`config.mk`:
```
export PLATFORM = sky130hd
export DESIGN_NAME = top
export DESIGN_NICKNAME = d
export VERILOG_FILES = /design/src/rtl/spi_chain_pkg.sv /design/src/rtl/spi_chain_slave_sr.sv /design/src/rtl/spi_chain.sv
export SDC_FILE = /design/constraint.sdc
export NUM_CORES = 1
export LEC_CHECK = 0
export CORE_ASPECT_RATIO = 1.2
export CORE_UTILIZATION = 50
export CTS_BUF_LIST = sky130_fd_sc_hd__clkbuf_4
export DETAILED_ROUTE_END_ITERATION = 8
export GPL_TIMING_DRIVEN = 0
export PLACE_DENSITY_LB_ADDON = 0.12
export SLEW_MARGIN = 20
export SYNTH_ARGS = -nofsm -noshare
export SYNTH_HDL_FRONTEND = slang
export SYNTH_SLANG_ARGS = --single-unit
```
`constraint.sdc`:
```
create_clock -name clk -period 1.7 [get_ports clk]
set_clock_uncertainty 0.2 [all_clocks]
set_input_delay 0.34 -clock clk [delete_from_list [all_inputs] [get_ports clk]]
set_output_delay 0.34 -clock clk [all_outputs]
set_load 0.05 [all_outputs]
```
`src/rtl/spi_chain_pkg.sv`:
```
// Shared types and sizing helpers for the SPI daisy-chain demonstrator.
package spi_chain_pkg;

    localparam int unsigned BYTE_W = 8;

    typedef enum logic [1:0] {
        IDLE  = 2'd0,
        START = 2'd1,
        SHIFT = 2'd2,
        DONE  = 2'd3
    } state_t;

    // Master shifts one byte per slave plus its own byte out of the chain.
    function automatic int unsigned bits_total(input int unsigned n);
        return BYTE_W * (n + 1);
    endfunction

endpackage

```
`src/rtl/spi_chain_slave_sr.sv`:
```
// 8-bit SPI shift-register slave; shifts on the sclk rising-edge enable while selected.
module spi_slave_sr
    import spi_chain_pkg::*;
(
    input  logic clk,
    input  logic rst,
    input  logic cs_n,
    input  logic sclk_rise,
    input  logic sin,
    output logic sout
);

    logic [BYTE_W-1:0] sr;

    always_ff @(posedge clk or posedge rst) begin
        if (rst) begin
            sr <= '0;
        end else if (!cs_n && sclk_rise) begin
            sr <= {sr[BYTE_W-2:0], sin};
        end
    end

    assign sout = sr[BYTE_W-1];

endmodule

```
`src/rtl/spi_chain.sv`:
```
// SPI master that shifts TX_DATA through NUM_SLAVES cascaded slaves and returns it on dout.
module top
    import spi_chain_pkg::*;
#(
    parameter logic [BYTE_W-1:0] TX_DATA    = 8'hA5,
    parameter int unsigned       NUM_SLAVES = 2,
    parameter int unsigned       CLK_DIV    = 2
) (
    input  logic              clk,
    input  logic              rst,
    input  logic              tx_enable,
    output logic [BYTE_W-1:0] dout,
    output logic              done
);

    localparam int unsigned B     = bits_total(NUM_SLAVES);
    localparam int unsigned BIT_W = $clog2(B);
    localparam int unsigned DIV_W = (CLK_DIV > 1) ? $clog2(CLK_DIV) : 1;

    state_t state, next_state;

    logic              tx_prev;
    logic              cs_n;
    logic              sclk;
    logic [DIV_W-1:0]  div_cnt;
    logic [BIT_W-1:0]  bit_cnt;
    logic [BYTE_W-1:0] tx_sr;
    logic [BYTE_W-1:0] rx_sr;
    logic              mosi;
    logic              miso;
    logic [NUM_SLAVES:0] chain;

    logic start_c;
    logic half_end_c;
    logic sclk_rise_c;
    logic sclk_fall_c;
    logic last_bit_c;

    assign start_c     = tx_enable && !tx_prev && (state == IDLE);
    assign half_end_c  = (state == SHIFT) && (div_cnt == DIV_W'(CLK_DIV - 1));
    assign sclk_rise_c = half_end_c && !sclk;
    assign sclk_fall_c = half_end_c && sclk;
    assign last_bit_c  = (bit_cnt == BIT_W'(B - 1));

    // MOSI is the MSB of the tx register; zeros fill in behind TX_DATA.
    assign mosi = tx_sr[BYTE_W-1];

    always_ff @(posedge clk or posedge rst) begin
        if (rst) begin
            state <= IDLE;
        end else begin
            state <= next_state;
        end
    end

    always_comb begin
        next_state = state;
        case (state)
            IDLE:    if (start_c) next_state = START;
            START:   next_state = SHIFT;
            SHIFT:   if (sclk_fall_c && last_bit_c) next_state = DONE;
            DONE:    next_state = IDLE;
            default: next_state = IDLE;
        endcase
    end

    // Master datapath: SCLK divider, bit counter, tx/rx shift registers, result.
    always_ff @(posedge clk or posedge rst) begin
        if (rst) begin
            tx_prev <= 1'b0;
            cs_n    <= 1'b1;
            sclk    <= 1'b0;
            div_cnt <= '0;
            bit_cnt <= '0;
            tx_sr   <= '0;
            rx_sr   <= '0;
            dout    <= '0;
            done    <= 1'b0;
        end else begin
            tx_prev <= tx_enable;
            done    <= 1'b0;
            case (state)
                START: begin
                    cs_n    <= 1'b0;
                    sclk    <= 1'b0;
                    div_cnt <= '0;
                    bit_cnt <= '0;
                    tx_sr   <= TX_DATA;
                end
                SHIFT: begin
                    if (half_end_c) begin
                        div_cnt <= '0;
                        sclk    <= ~sclk;
                    end else begin
                        div_cnt <= div_cnt + DIV_W'(1);
                    end
                    if (sclk_rise_c) begin
                        rx_sr <= {rx_sr[BYTE_W-2:0], miso};
                    end
                    if (sclk_fall_c && !last_bit_c) begin
                        bit_cnt <= bit_cnt + BIT_W'(1);
                        tx_sr   <= {tx_sr[BYTE_W-2:0], 1'b0};
                    end
                end
                DONE: begin
                    dout <= rx_sr;
                    done <= 1'b1;
                    cs_n <= 1'b1;
                    sclk <= 1'b0;
                end
                default: ;
            endcase
        end
    end

    assign chain[0] = mosi;

    for (genvar i = 0; i < NUM_SLAVES; i++) begin : g_slave
        spi_slave_sr u_slave (
            .clk       (clk),
            .rst       (rst),
            .cs_n      (cs_n),
            .sclk_rise (sclk_rise_c),
            .sin       (chain[i]),
            .sout      (chain[i+1])
        );
    end

    // Sampled on the same edge the slaves shift, so this is the pre-shift MSB.
    assign miso = chain[NUM_SLAVES];

endmodule

```
# Yosys cells after proc, flatten, opt, wreduce, memory -nomap -nowiden
# Index checks and enable logic that the tools add are counted.
# word_totals
inputBits,3
ff_bits,52
# op_classes
n_bitwise,1
eq_ne,8
add_sub_neg,2
mux,13
n_reduce_logical,21
# ops
cell,count
one-hot mux 8 bit (2 select lines),1
one-hot mux 5 bit (2 select lines),1
logical AND 1 bit,8
2-to-1 mux 8 bit,1
one-hot mux 2 bit (4 select lines),1
AND reduction 2 bit,4
one-hot mux 1 bit (2 select lines),3
nonzero test 2 bit,3
"adder 5 x 1 -> 5 bit, second input constant",1
"== test 5 bit, second input constant",1
2-to-1 mux 5 bit,1
"== test 2 bit, second input constant",2
zero test 1 bit,4
2-to-1 mux 2 bit,2
"!= test 2 x 1 -> 1 bit, second input constant",2
"!= test 2 bit, second input constant",2
2-to-1 mux 1 bit,3
"== test 2 x 1 -> 1 bit, second input constant",1
zero test 2 bit,1
OR reduction 2 bit,1
"adder 1 bit, second input constant",1
inverter 1 bit,1

# Logic depth before layout (Yosys ltp)
# logic_depth
word_depth,6
ltp_mapped,7

# Modules after synthesis
# Synthesis repeated with hierarchy kept, for this count alone.
# unflattened
cells_unflattened,197
area_unflattened_um2,2411.1
# by_module_without_submodules
module,cells_each,instances,area_each_um2,seq_area_each_um2
top,159,1,1712.9,902.1
spi_slave_sr,19,2,349.1,200.2

# Worst setup path before layout
# Ideal clock, no wire load.
# synth_timing
path_kind,register -> register
from,reg state[0]
to,reg state[1]
setup_time_ns,0.128
stages_incl_launch_ff,7
t_arrival_ns,1.472
required_time_ns,1.372
slack_ns,-0.100
period_less_slack_ns,1.800
path_cell_list,dfrtp_1 > inv_1 > ha_1 > buf_2 > a21boi_0 > a221oi_2 > mux2_1
# synth_between
elab_chain_cells,6
elab_cells_between_ends,12
classes_between,5 x eq/ne; 1 x mux; 6 x reduce/logical
# synth_lines
item,line,source
start: declaration,spi_chain.sv:20,"state_t state, next_state;"
start signal: assignment,spi_chain.sv:52,state <= next_state;
== test 2 bit,"spi_chain.sv:40, spi_chain.sv:58",
logical AND 1 bit,spi_chain.sv:40,assign half_end_c = (state == SHIFT) && (div_cnt == DIV_W'(CLK_DIV - 1));
logical AND 1 bit,spi_chain.sv:42,assign sclk_fall_c = half_end_c && sclk;
logical AND 1 bit,spi_chain.sv:61,SHIFT: if (sclk_fall_c && last_bit_c) next_state = DONE;
!= test 2 x 1 -> 1 bit (no line),n/a,
AND reduction 2 bit (no line),n/a,
# Several ways; a longest one is shown, not always the timed one.
# A chain may end at the register's enable or synchronous reset.

# Worst setup path in the final report
# layout_timing
from,reg state[0]
to,reg g_slave[0].u_slave.sr[1]
# layout_between
elab_chain_cells,4
# layout_lines
item,line,source
== test 2 bit,spi_chain.sv:40,
logical AND 1 bit,spi_chain.sv:40,
logical AND 1 bit,spi_chain.sv:41,assign sclk_rise_c = half_end_c && !sclk;
logical AND 1 bit,spi_chain_slave_sr.sv:18,end else if (!cs_n && sclk_rise) begin
end signal: assignment,spi_chain_slave_sr.sv:19,"sr <= {sr[BYTE_W-2:0], sin};"
end: declaration,spi_chain_slave_sr.sv:13,logic [BYTE_W-1:0] sr;
# No other way between the ends.

==> impl_metrics.env <==
export IMPL_grt_total_ovfl=0
export IMPL_setup_slack_ns=-0.09504
export IMPL_synth_area_mux_share_pct=20.63
export IMPL_fp_row_count=26
export IMPL_post_place_ws_ns=-0.1932
export IMPL_post_syn_instances=163
export IMPL_post_drt_via_cell_ratio=5.246
export IMPL_critical_path_top_delay_family="flip-flops"
export IMPL_outcome="finished, violations left"
export IMPL_antenna_diode_count=0
export IMPL_hold_violation_total_from_the_final_report=0
export IMPL_worstPathBufferInverterCount=3
export IMPL_power_frac_comb_pct=1.9
export IMPL_yosys_warnings=0
export IMPL_required_ns=1.76
export IMPL_worst_setup_path_type="reg2reg"
export IMPL_cts_sinks=52
export IMPL_power_density_nw_per_um2=689.9
export IMPL_route_antenna_remaining_nets=0
export IMPL_timing_final_max_slew_violations=0
export IMPL_setup_tns_final_ns=-1.443
export IMPL_post_synth_cell_area_avg_um2=13.66
export IMPL_compound_gate_portion_of_the_synthesized_area_pct=4.441
export IMPL_ir_drop_v=0.0003946
export IMPL_holdCritPathClass="in2async"
export IMPL_layout_cells_most_common_list="51 x sky130_fd_sc_hd__dfrtp_1, 16 x sky130_fd_sc_hd__mux2_4, 16 x sky130_fd_sc_hd__mux2_2"
export IMPL_cts_root_buf="sky130_fd_sc_hd__clkbuf_4"
export IMPL_critical_path_arrival_ns=1.85
export IMPL_critical_path_max_fanout=5
export IMPL_setup_viol_count_final=18
export IMPL_clkTransAtPathRegs_ns=0.14
export IMPL_grt_total_usage_pct=17.17
export IMPL_p_int_uw=1422
export IMPL_mappedNetlistNets=172
export IMPL_ys_ff_latch=52
export IMPL_buffer_ports_inserted=11
export IMPL_grt_pass1_wl_um=6141
export IMPL_chipHeight_um=75.09
export IMPL_netlist_cell_type_count=34
export IMPL_gp_congestion=0.7578
export IMPL_clkPwrFrac_pct=29.7
export IMPL_cts_buffer_depth=2
export IMPL_cts_inserted_buffers=5
export IMPL_design_portCount=12
export IMPL_syn_cell_area_um2=2226
export IMPL_worstMarginPinSlew_ns=0.4824
export IMPL_startpoint_type="register"
export IMPL_design_core_area_um2=4262
export IMPL_finalCritPeriodShare_pct=105.6
export IMPL_drt_iter0_markers=64
export IMPL_drt_wl_total_um=3619
export IMPL_power_leakage_uw=0.001268
export IMPL_final_common_cell="sky130_fd_sc_hd__dfrtp_1"
export IMPL_grt_start_max_net_pins=53
export IMPL_cts_tree="done"
export IMPL_design_final_nets=200
export IMPL_cts_htree_levels=2
export IMPL_max_freq_ghz=0.5571
export IMPL_clkLatencyLatePin_ns=0.36
export IMPL_grt_antenna_before_repair=0
export IMPL_violations="negative setup slack"
export IMPL_yosys_area_share_xor_xnor_pct=0
export IMPL_die_x_um=62.91
export IMPL_area_growth_syn_to_layout_pct=18.04
export IMPL_vias=1301
export IMPL_maxSlewHeadroom_pct=67.77
export IMPL_post_dp_hpwl_um=2301
export IMPL_period_needed_ns=1.795
export IMPL_critPathMaxStageDelay_ns=0.42
export IMPL_rsz0062_at_grt="true"
export IMPL_filler_cell_count=356
export IMPL_synth_simple_gate_area_share_pct=9.612
export IMPL_p_sw_share_pct=21.54
export IMPL_postCtsHoldBufs=0
export IMPL_cell_by_cell_trace_of_the_critical_path="inv_2 -> ha_4 -> nand3b_1 -> buf_6 -> nor2_8 -> buf_12 -> mux2_4"
export IMPL_start_util_pct=52.23
export IMPL_cap_violations=0
export IMPL_grt_pass1_vias=1323
export IMPL_dr_pass1_iters=4
export IMPL_p_switching_uw=390.4
export IMPL_crit_path_end_kind="register"
export IMPL_p_seq_share_pct=68.3
export IMPL_synth_seq_area_share_pct=58.52
export IMPL_critPathSlowestCell="sky130_fd_sc_hd__dfrtp_1"
export IMPL_main_combinational_cell_family_by_area_after_synthesis="multiplexers"
export IMPL_timing_reg2reg_setup_slack_ns=-0.1
export IMPL_synth_fa_ha_area_share_pct=3.373
export IMPL_avgRoutedWirePerCell_um=14.59
export IMPL_post_route_drc_count=0
export IMPL_dieArea_um2=4724
export IMPL_layout_cells_sized_above_1_pct=40.63
[worst reg2reg max path, delay by kind of cell (launching register included)]
kind                     cells  cell delay, ns
adder cells (fa/ha/maj)      1            0.13
buffers and inverters        3            0.38
flip-flops                   1            0.42
multiplexers                 1            0.30
AND/OR/NAND/NOR              2            0.27
[power groups by stage]
stage,clock network [µW],logic (µW),registers (µW)
after floorplan,0,19.8,1260
after global placement,0,30.2,1260
after detailed placement,0,32.0,1260
after CTS,561,31.6,1240
after global routing,618,40.3,1240
final,539,35.0,1240
[area by class of cell]
| cell class | instances | area (µm²) | share of cell area (%) |
|---|---|---|---|
| plain buffers | 6 | 66.31 | 2.524 |
| clock buffers | 6 | 45.04 | 1.714 |
| clock inverters | 2 | 11.26 | 0.4286 |
| inverters | 4 | 18.77 | 0.7143 |
| multi-input cells | 99 | 895.9 | 34.10 |
| flip-flops and latches | 52 | 1303 | 49.57 |
| well taps | 56 | 70.07 | 2.667 |
| repair buffers | 23 | 217.7 | 8.286 |
[repair_timing]
| action | CTS | global route |
|---|---|---|
| gates resized for setup | 36 | 30 |
| buffers inserted | 7 | 3 |
| gates cloned | 1 | 0 |
| endpoints found under the setup margin | 39 | 51 |
| pin swaps | 2 | 3 |
[per-stage QoR]
stage / instance area (µm²) / power (µW) / hold WS, ns / utilization (%) / std cells
4_1_cts: 2579 / 1831 / 0.2175 / 60.51 / 244
3_3_place_gp: 2425 / 1292 / 0.2703 / 56.90 / 230
3_5_place_dp: 2425 / 1294 / 0.2844 / 56.90 / 230
6_report: 2628 / 1813 / 0.1436 / 61.66 / 248
5_1_grt: 2628 / 1898 / 0.1444 / 61.66 / 248
2_1_floorplan: 2245 / 1282 / 0.1714 / - / 163
[final timing paths]
kind,startpoint,end,cells past startpoint
min in group clk,tx_enable,tx_prev,1
max in group asynchronous,rst,cs_n,3
max,state[0],g_slave[0].u_slave.sr[1],7
min reg2reg,bit_cnt[4],bit_cnt[4],1
min,rst,bit_cnt[0],2
max reg2reg,state[0],g_slave[0].u_slave.sr[1],7
[synthesized netlist by cell type]
master | n | area, µm²
sky130_fd_sc_hd__a21boi_0 | 1 | 7.510
sky130_fd_sc_hd__a21o_1 | 1 | 7.510
sky130_fd_sc_hd__a221oi_2 | 1 | 15.01
sky130_fd_sc_hd__a22oi_1 | 1 | 7.510
sky130_fd_sc_hd__a2bb2oi_1 | 1 | 8.760
sky130_fd_sc_hd__and2_1 | 1 | 6.260
sky130_fd_sc_hd__and2b_1 | 1 | 7.510
sky130_fd_sc_hd__and3_1 | 1 | 6.260
sky130_fd_sc_hd__buf_12 | 1 | 20.02
sky130_fd_sc_hd__buf_2 | 3 | 15.01
sky130_fd_sc_hd__buf_4 | 1 | 7.510
sky130_fd_sc_hd__buf_6 | 1 | 11.26
sky130_fd_sc_hd__clkbuf_1 | 2 | 7.510
sky130_fd_sc_hd__dfrtp_1 | 51 | 1276
sky130_fd_sc_hd__dfstp_2 | 1 | 26.28
sky130_fd_sc_hd__ha_1 | 6 | 75.07
sky130_fd_sc_hd__inv_1 | 4 | 15.01
sky130_fd_sc_hd__mux2_1 | 1 | 11.26
sky130_fd_sc_hd__mux2_2 | 22 | 247.7
sky130_fd_sc_hd__mux2_4 | 10 | 150.1
sky130_fd_sc_hd__mux2i_1 | 5 | 50.05
sky130_fd_sc_hd__nand2_1 | 11 | 41.29
sky130_fd_sc_hd__nand2b_1 | 3 | 18.77
sky130_fd_sc_hd__nand3_1 | 9 | 45.04
sky130_fd_sc_hd__nand3b_1 | 1 | 7.510
sky130_fd_sc_hd__nand4_1 | 2 | 12.51
sky130_fd_sc_hd__nand4b_1 | 1 | 8.760
sky130_fd_sc_hd__nor2_1 | 6 | 22.52
sky130_fd_sc_hd__nor2_8 | 1 | 20.02
sky130_fd_sc_hd__nor2b_1 | 1 | 6.260
sky130_fd_sc_hd__nor3_1 | 1 | 5.000
sky130_fd_sc_hd__o21ai_0 | 9 | 45.04
sky130_fd_sc_hd__o31ai_1 | 1 | 7.510
sky130_fd_sc_hd__or2_2 | 1 | 6.260
[sequential cells by signal, summed over array words and instances, names as in the netlist]
name	count
sclk	1
g_slave.u_slave.sr	16
cs_n	1
tx_sr	8
rx_sr	8
tx_prev	1
bit_cnt	5
dout	8
done	1
state	2
div_cnt	1
[routing by layer]
metal	track usage, %	vias up	part of all wire (%)	wire [µm]
met4	6.202	0	1.2	44
met5	0	-	0	0
met3	4.545	5	3.0	107
li1	-	620	-	-
met1	19.96	659	44	1578
met2	30.82	17	52	1888
[logic make-up after synthesis]
kind of cell | after synthesis
fa+ha+maj | 6
buf+inv | 12
simple gates | 40
compound gates | 15
mux | 38
flops | 52
Power figures use the tool's default switching activity.
